## config.mk

```make
export PLATFORM = sky130hd
export DESIGN_NAME = servo_pwm_multi
export DESIGN_NICKNAME = d
export VERILOG_FILES = /design/src/rtl/servo_pwm_multi.sv
export SDC_FILE = /design/constraint.sdc
export NUM_CORES = 1
export LEC_CHECK = 0
export CORE_MARGIN = 2
export CORE_UTILIZATION = 54
export DETAILED_ROUTE_END_ITERATION = 12
export GPL_TIMING_DRIVEN = 0
export PLACE_DENSITY_LB_ADDON = 0.12
export SLEW_MARGIN = 10
export SYNTH_ARGS = -nofsm -noshare
export SYNTH_HDL_FRONTEND = slang
export SYNTH_SLANG_ARGS = --single-unit
```

## constraint.sdc

```tcl
create_clock -name Clk_i -period 6 [get_ports Clk_i]
set_input_delay 0.9 -clock Clk_i [delete_from_list [all_inputs] [get_ports Clk_i]]
set_output_delay 0.9 -clock Clk_i [all_outputs]
set_load 0.01 [all_outputs]
```

## src/rtl/servo_pwm_multi.sv

```systemverilog
// -----------------------------------------------------------------------------
// servo_pwm_multi
//
// Multi-channel servo PWM generator. All channels share one period counter.
// Each channel holds a double-buffered pulse width:
//   shadow[c]  written by the host, clamped to [MIN_PULSE, MAX_PULSE]
//   active[c]  width used for the current period
// active[] is reloaded from shadow[] on the last cycle of every period. While
// disabled, active[] is reloaded on every cycle. This means the first period
// after enable already uses the newest written value.
//
// Optional feature (macro SERVO_SLEW_EN):
//   When defined, each reload moves active[c] toward shadow[c] by at most
//   SLEW_STEP clocks. When undefined, active[c] takes shadow[c] directly and
//   SLEW_STEP has no effect.
//
// Host write handshake: Wr_i is a one-cycle strobe with no backpressure.
// A write is accepted on every clock edge where Wr_i is high. The status
// pulses Clamp_o and Err_o report that write one cycle later.
//
// Ports:
//   Clk_i    in   1         system clock
//   Reset_i  in   1         asynchronous active-low reset
//   En_i     in   1         global run enable (low: counter held at 0, outputs low)
//   Wr_i     in   1         write strobe
//   Ch_i     in   CH_W      target channel of the write
//   Pulse_i  in   CNT_W     requested high time in clocks
//   Pwm_o    out  CHANNELS  registered servo outputs
//   Frame_o  out  1         strobe in the first output cycle of each period
//   Clamp_o  out  1         the previous-cycle write was clamped
//   Err_o    out  1         the previous-cycle write targeted a missing channel
// -----------------------------------------------------------------------------
module servo_pwm_multi #(
    parameter int CHANNELS      = 4,
    parameter int PERIOD_CYCLES = 1000000,
    parameter int MIN_PULSE     = 25000,
    parameter int MAX_PULSE     = 125000,
    parameter int CNT_W         = 20,
    parameter int CH_W          = 2,
    parameter int SLEW_STEP     = 5000
) (
    input  logic                Clk_i,
    input  logic                Reset_i,
    input  logic                En_i,
    input  logic                Wr_i,
    input  logic [CH_W-1:0]     Ch_i,
    input  logic [CNT_W-1:0]    Pulse_i,
    output logic [CHANNELS-1:0] Pwm_o,
    output logic                Frame_o,
    output logic                Clamp_o,
    output logic                Err_o
);

    localparam logic [CNT_W-1:0] LAST_CNT = CNT_W'(PERIOD_CYCLES - 1);
    localparam logic [CNT_W-1:0] MIN_P    = CNT_W'(MIN_PULSE);
    localparam logic [CNT_W-1:0] MAX_P    = CNT_W'(MAX_PULSE);
    localparam logic [CNT_W-1:0] MID_P    = CNT_W'((MIN_PULSE + MAX_PULSE) / 2);
    // One extra bit so that CHANNELS = 2**CH_W is still representable.
    localparam logic [CH_W:0]    CH_LIMIT = (CH_W + 1)'(CHANNELS);

    // Reject parameter sets that the datapath cannot honour.
    if (CHANNELS < 1 || CHANNELS > 16 || MIN_PULSE > MAX_PULSE ||
        MAX_PULSE >= PERIOD_CYCLES || SLEW_STEP < 1) begin : g_bad_params
        $error("servo_pwm_multi: invalid parameter combination");
    end

    // ------------------------------------------------------------------
    // State
    // ------------------------------------------------------------------
    logic [CNT_W-1:0] cnt;
    logic [CNT_W-1:0] shadow      [CHANNELS];
    logic [CNT_W-1:0] active      [CHANNELS];

    // ------------------------------------------------------------------
    // Write decode and clamp
    // ------------------------------------------------------------------
    logic             ch_ok;
    logic             too_low;
    logic             too_high;
    logic [CNT_W-1:0] pulse_clamped;
    logic             load;

    always_comb begin
        ch_ok         = ({1'b0, Ch_i} < CH_LIMIT);
        too_low       = (Pulse_i < MIN_P);
        too_high      = (Pulse_i > MAX_P);
        pulse_clamped = Pulse_i;
        if (too_low) begin
            pulse_clamped = MIN_P;
        end else if (too_high) begin
            pulse_clamped = MAX_P;
        end
        // Reload on the last cycle of a period, or on every cycle while idle.
        load = En_i ? (cnt == LAST_CNT) : 1'b1;
    end

    // ------------------------------------------------------------------
    // Next active width per channel
    // ------------------------------------------------------------------
    logic [CNT_W-1:0] next_active [CHANNELS];

`ifdef SERVO_SLEW_EN
    localparam logic [CNT_W-1:0] STEP = CNT_W'(SLEW_STEP);

    // Both values lie inside [MIN_P, MAX_P], so active +/- STEP only applies
    // when the gap exceeds STEP. The result therefore stays in range and
    // cannot wrap.
    always_comb begin
        for (int c = 0; c < CHANNELS; c++) begin
            next_active[c] = shadow[c];
            if (shadow[c] > active[c]) begin
                if ((shadow[c] - active[c]) > STEP) begin
                    next_active[c] = active[c] + STEP;
                end
            end else begin
                if ((active[c] - shadow[c]) > STEP) begin
                    next_active[c] = active[c] - STEP;
                end
            end
        end
    end
`else
    always_comb begin
        for (int c = 0; c < CHANNELS; c++) begin
            next_active[c] = shadow[c];
        end
    end
`endif

    // ------------------------------------------------------------------
    // Period counter
    // ------------------------------------------------------------------
    always_ff @(posedge Clk_i or negedge Reset_i) begin
        if (!Reset_i) begin
            cnt <= '0;
        end else if (!En_i) begin
            cnt <= '0;
        end else if (cnt == LAST_CNT) begin
            cnt <= '0;
        end else begin
            cnt <= cnt + CNT_W'(1);
        end
    end

    // ------------------------------------------------------------------
    // Shadow and active width registers
    // A load in the same cycle as a write sees the pre-write shadow. This is
    // because both registers update on the same edge.
    // ------------------------------------------------------------------
    always_ff @(posedge Clk_i or negedge Reset_i) begin
        if (!Reset_i) begin
            for (int c = 0; c < CHANNELS; c++) begin
                shadow[c] <= MID_P;
                active[c] <= MID_P;
            end
        end else begin
            for (int c = 0; c < CHANNELS; c++) begin
                if (Wr_i && ch_ok && (Ch_i == CH_W'(c))) begin
                    shadow[c] <= pulse_clamped;
                end
                if (load) begin
                    active[c] <= next_active[c];
                end
            end
        end
    end

    // ------------------------------------------------------------------
    // Registered outputs
    // ------------------------------------------------------------------
    logic [CHANNELS-1:0] pwm_next;

    always_comb begin
        pwm_next = '0;
        for (int c = 0; c < CHANNELS; c++) begin
            pwm_next[c] = En_i && (cnt < active[c]);
        end
    end

    always_ff @(posedge Clk_i or negedge Reset_i) begin
        if (!Reset_i) begin
            Pwm_o   <= '0;
            Frame_o <= 1'b0;
            Clamp_o <= 1'b0;
            Err_o   <= 1'b0;
        end else begin
            Pwm_o   <= pwm_next;
            Frame_o <= En_i && (cnt == '0);
            Clamp_o <= Wr_i && ch_ok && (too_low || too_high);
            Err_o   <= Wr_i && !ch_ok;
        end
    end

endmodule

```

=== After elaboration in Yosys (flattened, before gate mapping) ===
Cells that the tools add are included.

* Register bits: 186
* Input port bits: 26
* Logic and storage cells: 41

* Muxes and demuxes: 5
* Order comparisons: 6
* Add/subtract/negate cells: 1
* Eq/ne operators: 4
* Reduce and logical (&&, ||, !) cells: 13

{| class="wikitable"
|+ Operators with widths
! operator !! count
|-
| < comparator 20 bit || 4
|-
| 2-to-1 mux 20 bit || 4
|-
| adder 20 x 1 -> 20 bit (second input constant) || 1
|-
| equality test 20 bit (second input constant) || 1
|-
| > comparator 20 x 17 -> 1 bit (second input constant) || 1
|-
| logical NOT 20 bit || 1
|-
| < comparator 20 x 15 -> 1 bit (second input constant) || 1
|-
| logical AND 1 bit || 10
|-
| equality test 2 bit (second input constant) || 2
|-
| equality test 2 x 1 -> 1 bit (second input constant) || 1
|-
| logical NOT 2 bit || 1
|-
| logical OR 1 bit || 1
|-
| 2-to-1 mux 1 bit || 1
|}

=== Logic depth before layout (Yosys ltp) ===
Gate-level depths: netlist (run 1).

* Word-level depth: 3
* Gate-level depth with buffers: 8
* Mapped depth without buffers: 7

=== Least setup slack after synthesis (run 1) ===
OpenSTA, ideal clock, no wires.

* Path kind: input-to-reg
* Start: input port Pulse_i[5]
* End: register shadow (netlist bit next_active[14])
* Slack: 3.513 ns
* Data required time: 5.878 ns
* Library setup time: 0.122 ns
* Data arrival time: 2.365 ns
* Stages on the path: 6
* Buffers on the path: 1
* Cells stage by stage: or4_1 nor4_1 o211ai_1 a21oi_1 buf_4 a21oi_1

* Longest elaborated chain between the ends: 3

{| class="wikitable"
|+ Ends and longest elaborated chain
! item !! line !! text
|-
| start, declared || 47 || <nowiki>input logic [CNT_W-1:0] Pulse_i,</nowiki>
|-
| > comparator 20 x 17 -> 1 bit || 86 || <nowiki>too_high = (Pulse_i > MAX_P);</nowiki>
|-
| 2-to-1 mux 20 bit || 90 || <nowiki>end else if (too_high) begin</nowiki>
|-
| 2-to-1 mux 20 bit * || 88 || <nowiki>if (too_low) begin</nowiki>
|-
| end signal, assigned by index || 159 || <nowiki>shadow[c] <= pulse_clamped;</nowiki>
|-
| end, declared || 71 || <nowiki>logic [CNT_W-1:0] shadow [CHANNELS];</nowiki>
|}

Mark *: on every way between the ends. The rest lies on a longest branch, timed or not.
A chain may end at the register's enable or synchronous reset.

=== Worst setup path in the final report (run 1) ===
* Start: input port Pulse_i[10]
* End: register shadow (netlist bit next_active[41])

The elaborated chain is that of the path after synthesis.

==> results of run 1 <==
[critical path, delay by kind of cell]
kind                   cells  cell delay (ns)
AOI/OAI and AO/OA          3             0.92
and+or+nand+nor            2             0.68
buffers and inverters      2             1.05
[routing by layer]
layer | up-vias | part of all wire (%)
met5 | - | 0
met4 | 0 | 1.6
li1 | 3123 | -
met1 | 3200 | 48
met3 | 29 | 2.9
met2 | 83 | 48
[flip-flops by register name, summed over array words and instances, names as in the netlist]
signal and count:
Clamp_o 1, Frame_o 1, Pwm_o 4, active 80, cnt 20, next_active 80
[synthesized netlist by cell type (2+ instances only)]
cell         n  area share, %
nor4b_1      2           0.19
buf_2       10           0.54
nor2b_1      5           0.34
clkbuf_1    16           0.65
mux2_2      73            8.8
nand4_1     15            1.0
o21ai_2     11            1.0
a211oi_1     8           0.65
nand2b_1     5           0.34
o31ai_1      8           0.65
nand3b_1     2           0.16
mux2_1       7           0.85
xnor2_1      6           0.57
a2111oi_0    4           0.38
inv_1       81            3.3
or4_1        4           0.32
nor4_1       4           0.27
nand3_1     12           0.65
o21ai_0     52            2.8
nor2_1      73            2.9
a31oi_1      8           0.54
ha_1        78             10
a21o_1       4           0.32
nor3_1       6           0.32
and3_1       6           0.40
o211ai_1     2           0.16
dfstp_2     64             18
buf_4        2           0.16
a21oi_1     42            2.3
and4_1       4           0.38
dfrtp_1    122             33
o211a_1      2           0.22
xor2_1      12            1.1
and2_1      15            1.0
o21a_1       2           0.16
nand2_1    107            4.3
buf_6        2           0.24
[final timing paths]
kind	to	slack (ns)	cells after the start
worst max-delay path	next_active[41]	2.71	7
worst min-delay path	active[1]	0.41	1
worst max register to register	active[58]	3.38	6
worst min register to register	next_active[70]	0.47	2
max in group asynchronous	active[50]	4.63	2
min in group Clk_i	next_active[70]	0.47	2
[through the flow]
stage               cell area [um2]  power [W]  hold slack, ns
floorplan                      9299   0.001658          0.4429
global placement               9884   0.001775          0.4579
detailed placement             9928   0.001792          0.4618
CTS                           10510   0.002893          0.4350
global route                  10510   0.003001          0.4551
finish                        10510   0.002866          0.4065
[power breakdown]
group | internal (W) | total (W) | switching, W | leakage (nW)
clock network | 0.000568 | 0.00110 | 0.000532 | 0.284
logic | 0.000143 | 0.000325 | 0.000182 | 2.34
registers | 0.00139 | 0.00144 | 0.0000530 | 2.27
[logic make-up (layout without fill, tap and decap cells)]
family / after synthesis / count (layout) / share of synthesized area (%)
compound gates: 145 / 145 / 9.324
xor+xnor: 18 / 18 / 1.695
fa+ha+maj: 78 / 78 / 10.50
buf+inv: 111 / 176 / 4.857
flops: 186 / 186 / 50.91
mux: 80 / 80 / 9.688
other cells: 1 / 1 / 0.04033
simple gates: 264 / 264 / 12.98
[cell type report]
cell class / count / area share (%)
Buffer: 30 / 1.404
Timing Repair Buffer: 33 / 3.309
Sequential cell: 186 / 45.04
Clock buffer: 18 / 4.178
Tap cell: 220 / 2.618
Multi-Input combinational cell: 586 / 39.18
Inverter: 81 / 2.892
Clock inverter: 14 / 1.381
==> results.yml, run 1 <==
outcome:
  status: "completed"
layout:
  final_cells: 1168
  regArea_mm2: 0.004735
  multi_input_area_mm2: 0.004119
  insertedDiodeCount: 0
  layout_common_cells: "122 x dfrtp_1, 107 x nand2_1, 81 x inv_1"
  drive_gt1_share_pct: 21.10
  finish.utilization_pct: 62.95
  area_growth_pct: 13.05
  fill_cells: 1415
  final_common_cell: "dfrtp_1"
  nets: 1039
clock_network:
  cts_setup_buffers: 0
  worstSkewPairLatency_ns: 0.43
  htreeDepth: 4
  numCtsBuffers: 17
  root_buffer: "clkbuf_16"
  cts_sinks: 186
  cts_hold_buf: 0
  ctsResizeCount: 0
  clk_path_buf_depth: 2
  cts_tree: "yes"
  clkTransAtPathRegs_ns: 0.07
logic_synthesis:
  synthesis.area_mm2: 0.009299
  synth_edf_count: 0
  synth_fp_nets: 987
  ys.flop_type: "dfrtp_1"
  yosys_warnings: 0
  syn_avg_cell_area_um2: 10.53
  async_flop_share_pct: 100.0
  synth-seq-cells: 186
  synth_cells: 883
  synth_cell_type_count: 44
  yosysSeqAreaShare_pct: 50.91
global_route:
  use_met1_pct: 35.16
  grtUsageMet3_pct: 4.415
  grt_pass1_vias: 6616
  gr-usage-all-layers_pct: 25.21
  grt_busiest_layer: "met2"
  grt_antenna_before_repair: 0
  grt-ovfl-total: 0
  grt_use_met2_pct: 40.98
  grt_first_pass_wirelength_um: 34860
  grt_max_degree: 116
power:
  peakVddDrop_v: 0.0002105
  p_leak_nw: 4.900
  powerDensity_mw_per_mm2: 272.6
placement:
  dp_hpwl_um: 15520
  routabilityCongestion: 0.8580
  dp_cells: 1136
  dp_slack_ns: 2.258
  portBuffers: 31
floorplan:
  dieWidth_um: 135.2
  core_area_mm2: 0.01670
  die_area_mm2: 0.01829
  row_count: 47
  die_h_um: 135.2
  start_util_pct: 55.68
  ios: 33
run:
  drv_cap: 0
route:
  drt_iter0_markers: 377
  drc: 0
  wire_per_inst_um: 18.08
  postRouteWirelength_um: 21120
  firstDrtPassIters: 5
  ant_nets: 0
  vias: 6435
  drt-vias-per-instance: 5.509
worst_setup_path:
  worstPathCellList: "clkdlybuf4s50_1 -> or4_1 -> nand3_1 -> o211ai_1 -> o21ai_1 -> clkbuf_1 -> o21ai_0"
  arrival_ns: 3.56
  critical_path_class: "input port to flip-flop"
  worstPathMaxFanout: 10
  worstPathRequired_ns: 6.27
  critPathCaptureType: "flip-flop"
  start_kind: "input port"
  timing.rr.start: "cnt[8]"
  cp-startpoint: "Pulse_i[10]"
  crit_slowest_cell: "clkdlybuf4s50_1"
  cp_slowest_stage_delay_ns: 0.57
sta:
  timing.final.crit_share_pct: 54.80
  rsz0062_at_grt: "false"
  finalHoldViolations: 0
  fin_setup_tns_ns: 0
  skew_ns: 0.009770
  slew_viol_final: 0
  max_freq_ghz: 0.3041
  min_period_ns: 3.288
  max_slew_margin_pct: 35.30
  setup_viol: 0
  tightest_slew_ns: 0.9663
  timing.final.ws_setup_ns: 2.712
worst_hold_path:
  min_path_type: "input port to async pin"
Note: power is estimated with default switching activity, not from simulation.
==> run 2: changes to the inputs <==
==> constraint.sdc (replaced) <==
create_clock -name Clk_i -period 3.15 [get_ports Clk_i]
set_input_delay 0.4725 -clock Clk_i [delete_from_list [all_inputs] [get_ports Clk_i]]
set_output_delay 0.4725 -clock Clk_i [all_outputs]
set_load 0.01 [all_outputs]
==> results of run 2 <==
The final DEF is identical to that of run 1. Status: finished with violations: hold timing.
Among the figures that moved: setup slack after placement 2.258 ns -> -0.1650 ns; setup slack after layout 2.712 ns -> 0.2894 ns; hold slack 0.4065 ns -> -0.02103 ns; number of hold violations in the final report 0 -> 6; register-to-register setup slack 3.38 ns -> 0.53 ns; total power 0.002866 W -> 0.005459 W; worst IR drop on VDD 0.0002105 V -> 0.0004010 V
==> run 3: changes to the inputs <==
--- a/config.mk
+++ b/config.mk
@@ -6,7 +6,7 @@
 export NUM_CORES = 1
 export LEC_CHECK = 0
 export CORE_MARGIN = 2
-export CORE_UTILIZATION = 54
+export CORE_UTILIZATION = 40
 export DETAILED_ROUTE_END_ITERATION = 12
 export GPL_TIMING_DRIVEN = 0
 export PLACE_DENSITY_LB_ADDON = 0.12
==> results.yml, run 3 (synthesis results as in run 1) <==
route:
  wire_per_inst_um: 18.17
  drt_iter0_markers: 309
  vias: 6370
  drc: 0
  ant_nets: 0
  postRouteWirelength_um: 22440
  drt-vias-per-instance: 5.158
  firstDrtPassIters: 4
sta:
  setup_viol: 0
  finalHoldViolations: 0
  timing.final.crit_share_pct: 89.95
  max_freq_ghz: 0.3529
  fin_setup_tns_ns: 0
  slew_viol_final: 0
  hold_slack_ns: 0.4645
  tightest_slew_ns: 0.8713
  max_slew_margin_pct: 41.65
  skew_ns: 0.01041
  min_period_ns: 2.834
  rsz0062_at_grt: "false"
layout:
  layout_common_cells: "122 x dfrtp_1, 107 x nand2_1, 81 x inv_1"
  final_area_mm2: 0.01067
  area_growth_pct: 14.75
  finish.utilization_pct: 46.99
  fill_cells: 2141
  multi_input_area_mm2: 0.004119
  drive_gt1_share_pct: 21.05
  final_common_cell: "dfrtp_1"
  insertedDiodeCount: 0
  regArea_mm2: 0.004735
  nets: 1041
power:
  clockPowerShare_pct: 40.1
  peakVddDrop_v: 0.0004209
  p_comb_share_pct: 11.1
  internal_power_w: 0.004227
  powerDensity_mw_per_mm2: 528.0
  power_switching_w: 0.001406
  switching_share_pct: 24.96
  pwr-share-seq_pct: 48.7
  p_leak_nw: 4.940
  totalPowerFinal_w: 0.005633
clock_network:
  clk_path_buf_depth: 2
  root_buffer: "clkbuf_16"
  ctsResizeCount: 0
  cts_sinks: 186
  worstSkewPairLatency_ns: 0.43
  clkTransAtPathRegs_ns: 0.07
  cts_tree: "yes"
  htreeDepth: 4
  numCtsBuffers: 17
worst_setup_path:
  arrival_ns: 3.11
  worstPathMaxFanout: 10
  worstPathRequired_ns: 3.43
  start_kind: "input port"
  critPathCaptureType: "flip-flop"
  critical_path_class: "input port to flip-flop"
  reg2reg_setup_slack_ns: 0.54
placement:
  dp_hpwl_um: 16550
  routabilityCongestion: 0.8029
  placed_area_mm2: 0.01004
  portBuffers: 31
outcome:
  status: "completed"
floorplan:
  dieWidth_um: 156.5
  die_h_um: 156.5
  row_count: 55
  ios: 33
  core_area_mm2: 0.02271
  die_area_mm2: 0.02448
  start_util_pct: 40.95
global_route:
  grt-ovfl-total: 0
  grt_antenna_before_repair: 0
  grt_first_pass_wirelength_um: 36580
  gr-usage-all-layers_pct: 19.86
  grt_pass1_vias: 6463
  grt_max_degree: 100
run:
  drv_cap: 0
worst_hold_path:
  min_path_type: "input port to async pin"
[run 3: layer usage]
metal | track usage, % | vias up | part of all wire, %
met4 | 3.888 | 0 | 0.92
met1 | 28.42 | 3166 | 50
met2 | 32.31 | 72 | 47
li1 | - | 3116 | -
met3 | 2.908 | 16 | 2.3
met5 | 0 | - | 0
[run 3: area by class of cell]
| cell class | instances | share of cell area, % |
|---|---|---|
| repair buffers | 35 | 3.635 |
| inverters | 81 | 2.849 |
| flip-flops and latches | 186 | 44.37 |
| clock inverters | 12 | 1.536 |
| multi-input cells | 586 | 38.60 |
| well taps | 285 | 3.342 |
| clock buffers | 20 | 4.280 |
| plain buffers | 30 | 1.384 |
[run 3: metrics by stage]
| step | instances | worst slack (ns) |
|---|---|---|
| 2_1_floorplan | 883 | 1.073 |
| 3_3_place_gp | 1199 | -6.384 |
| 3_5_place_dp | 1202 | -0.1515 |
| 4_1_cts | 1235 | 0.3080 |
| 5_1_grt | 1235 | 0.1408 |
| 6_report | 1235 | 0.3165 |
[run 3: power groups by stage]
stage          Sequential, W  Combinational [W]  Clock [W]
5_1_grt              0.00277           0.000721    0.00242
3_5_place_dp         0.00279           0.000637          0
2_1_floorplan        0.00275           0.000404          0
6_report             0.00275           0.000628    0.00226
4_1_cts              0.00275           0.000641    0.00231
3_3_place_gp         0.00279           0.000615          0
[run 3: timing repair]
action / CTS / global route
hold buffers: 1 / 0
setup buffers: 0 / 0
endpoints found under the hold margin: 19 / 0
[run 3: path summary, 6_finish.rpt]
path	from	endpoint	cells after the start
min in group Clk_i	next_active[70]	next_active[70]	2
hold reg to reg	next_active[70]	next_active[70]	2
max in group asynchronous	Reset_i	active[36]	4
hold / removal	Reset_i	cnt[5]	2
setup / recovery	Pulse_i[18]	next_active[40]	7
setup reg to reg	cnt[8]	active[60]	6
[run 3: critical path, cell delays in order]
cell	delay, ns
clkdlybuf4s50_1	0.43
nor4_2	0.62
nor2b_1	0.25
o211ai_1	0.38
o21ai_1	0.27
clkbuf_1	0.50
o21ai_0	0.19
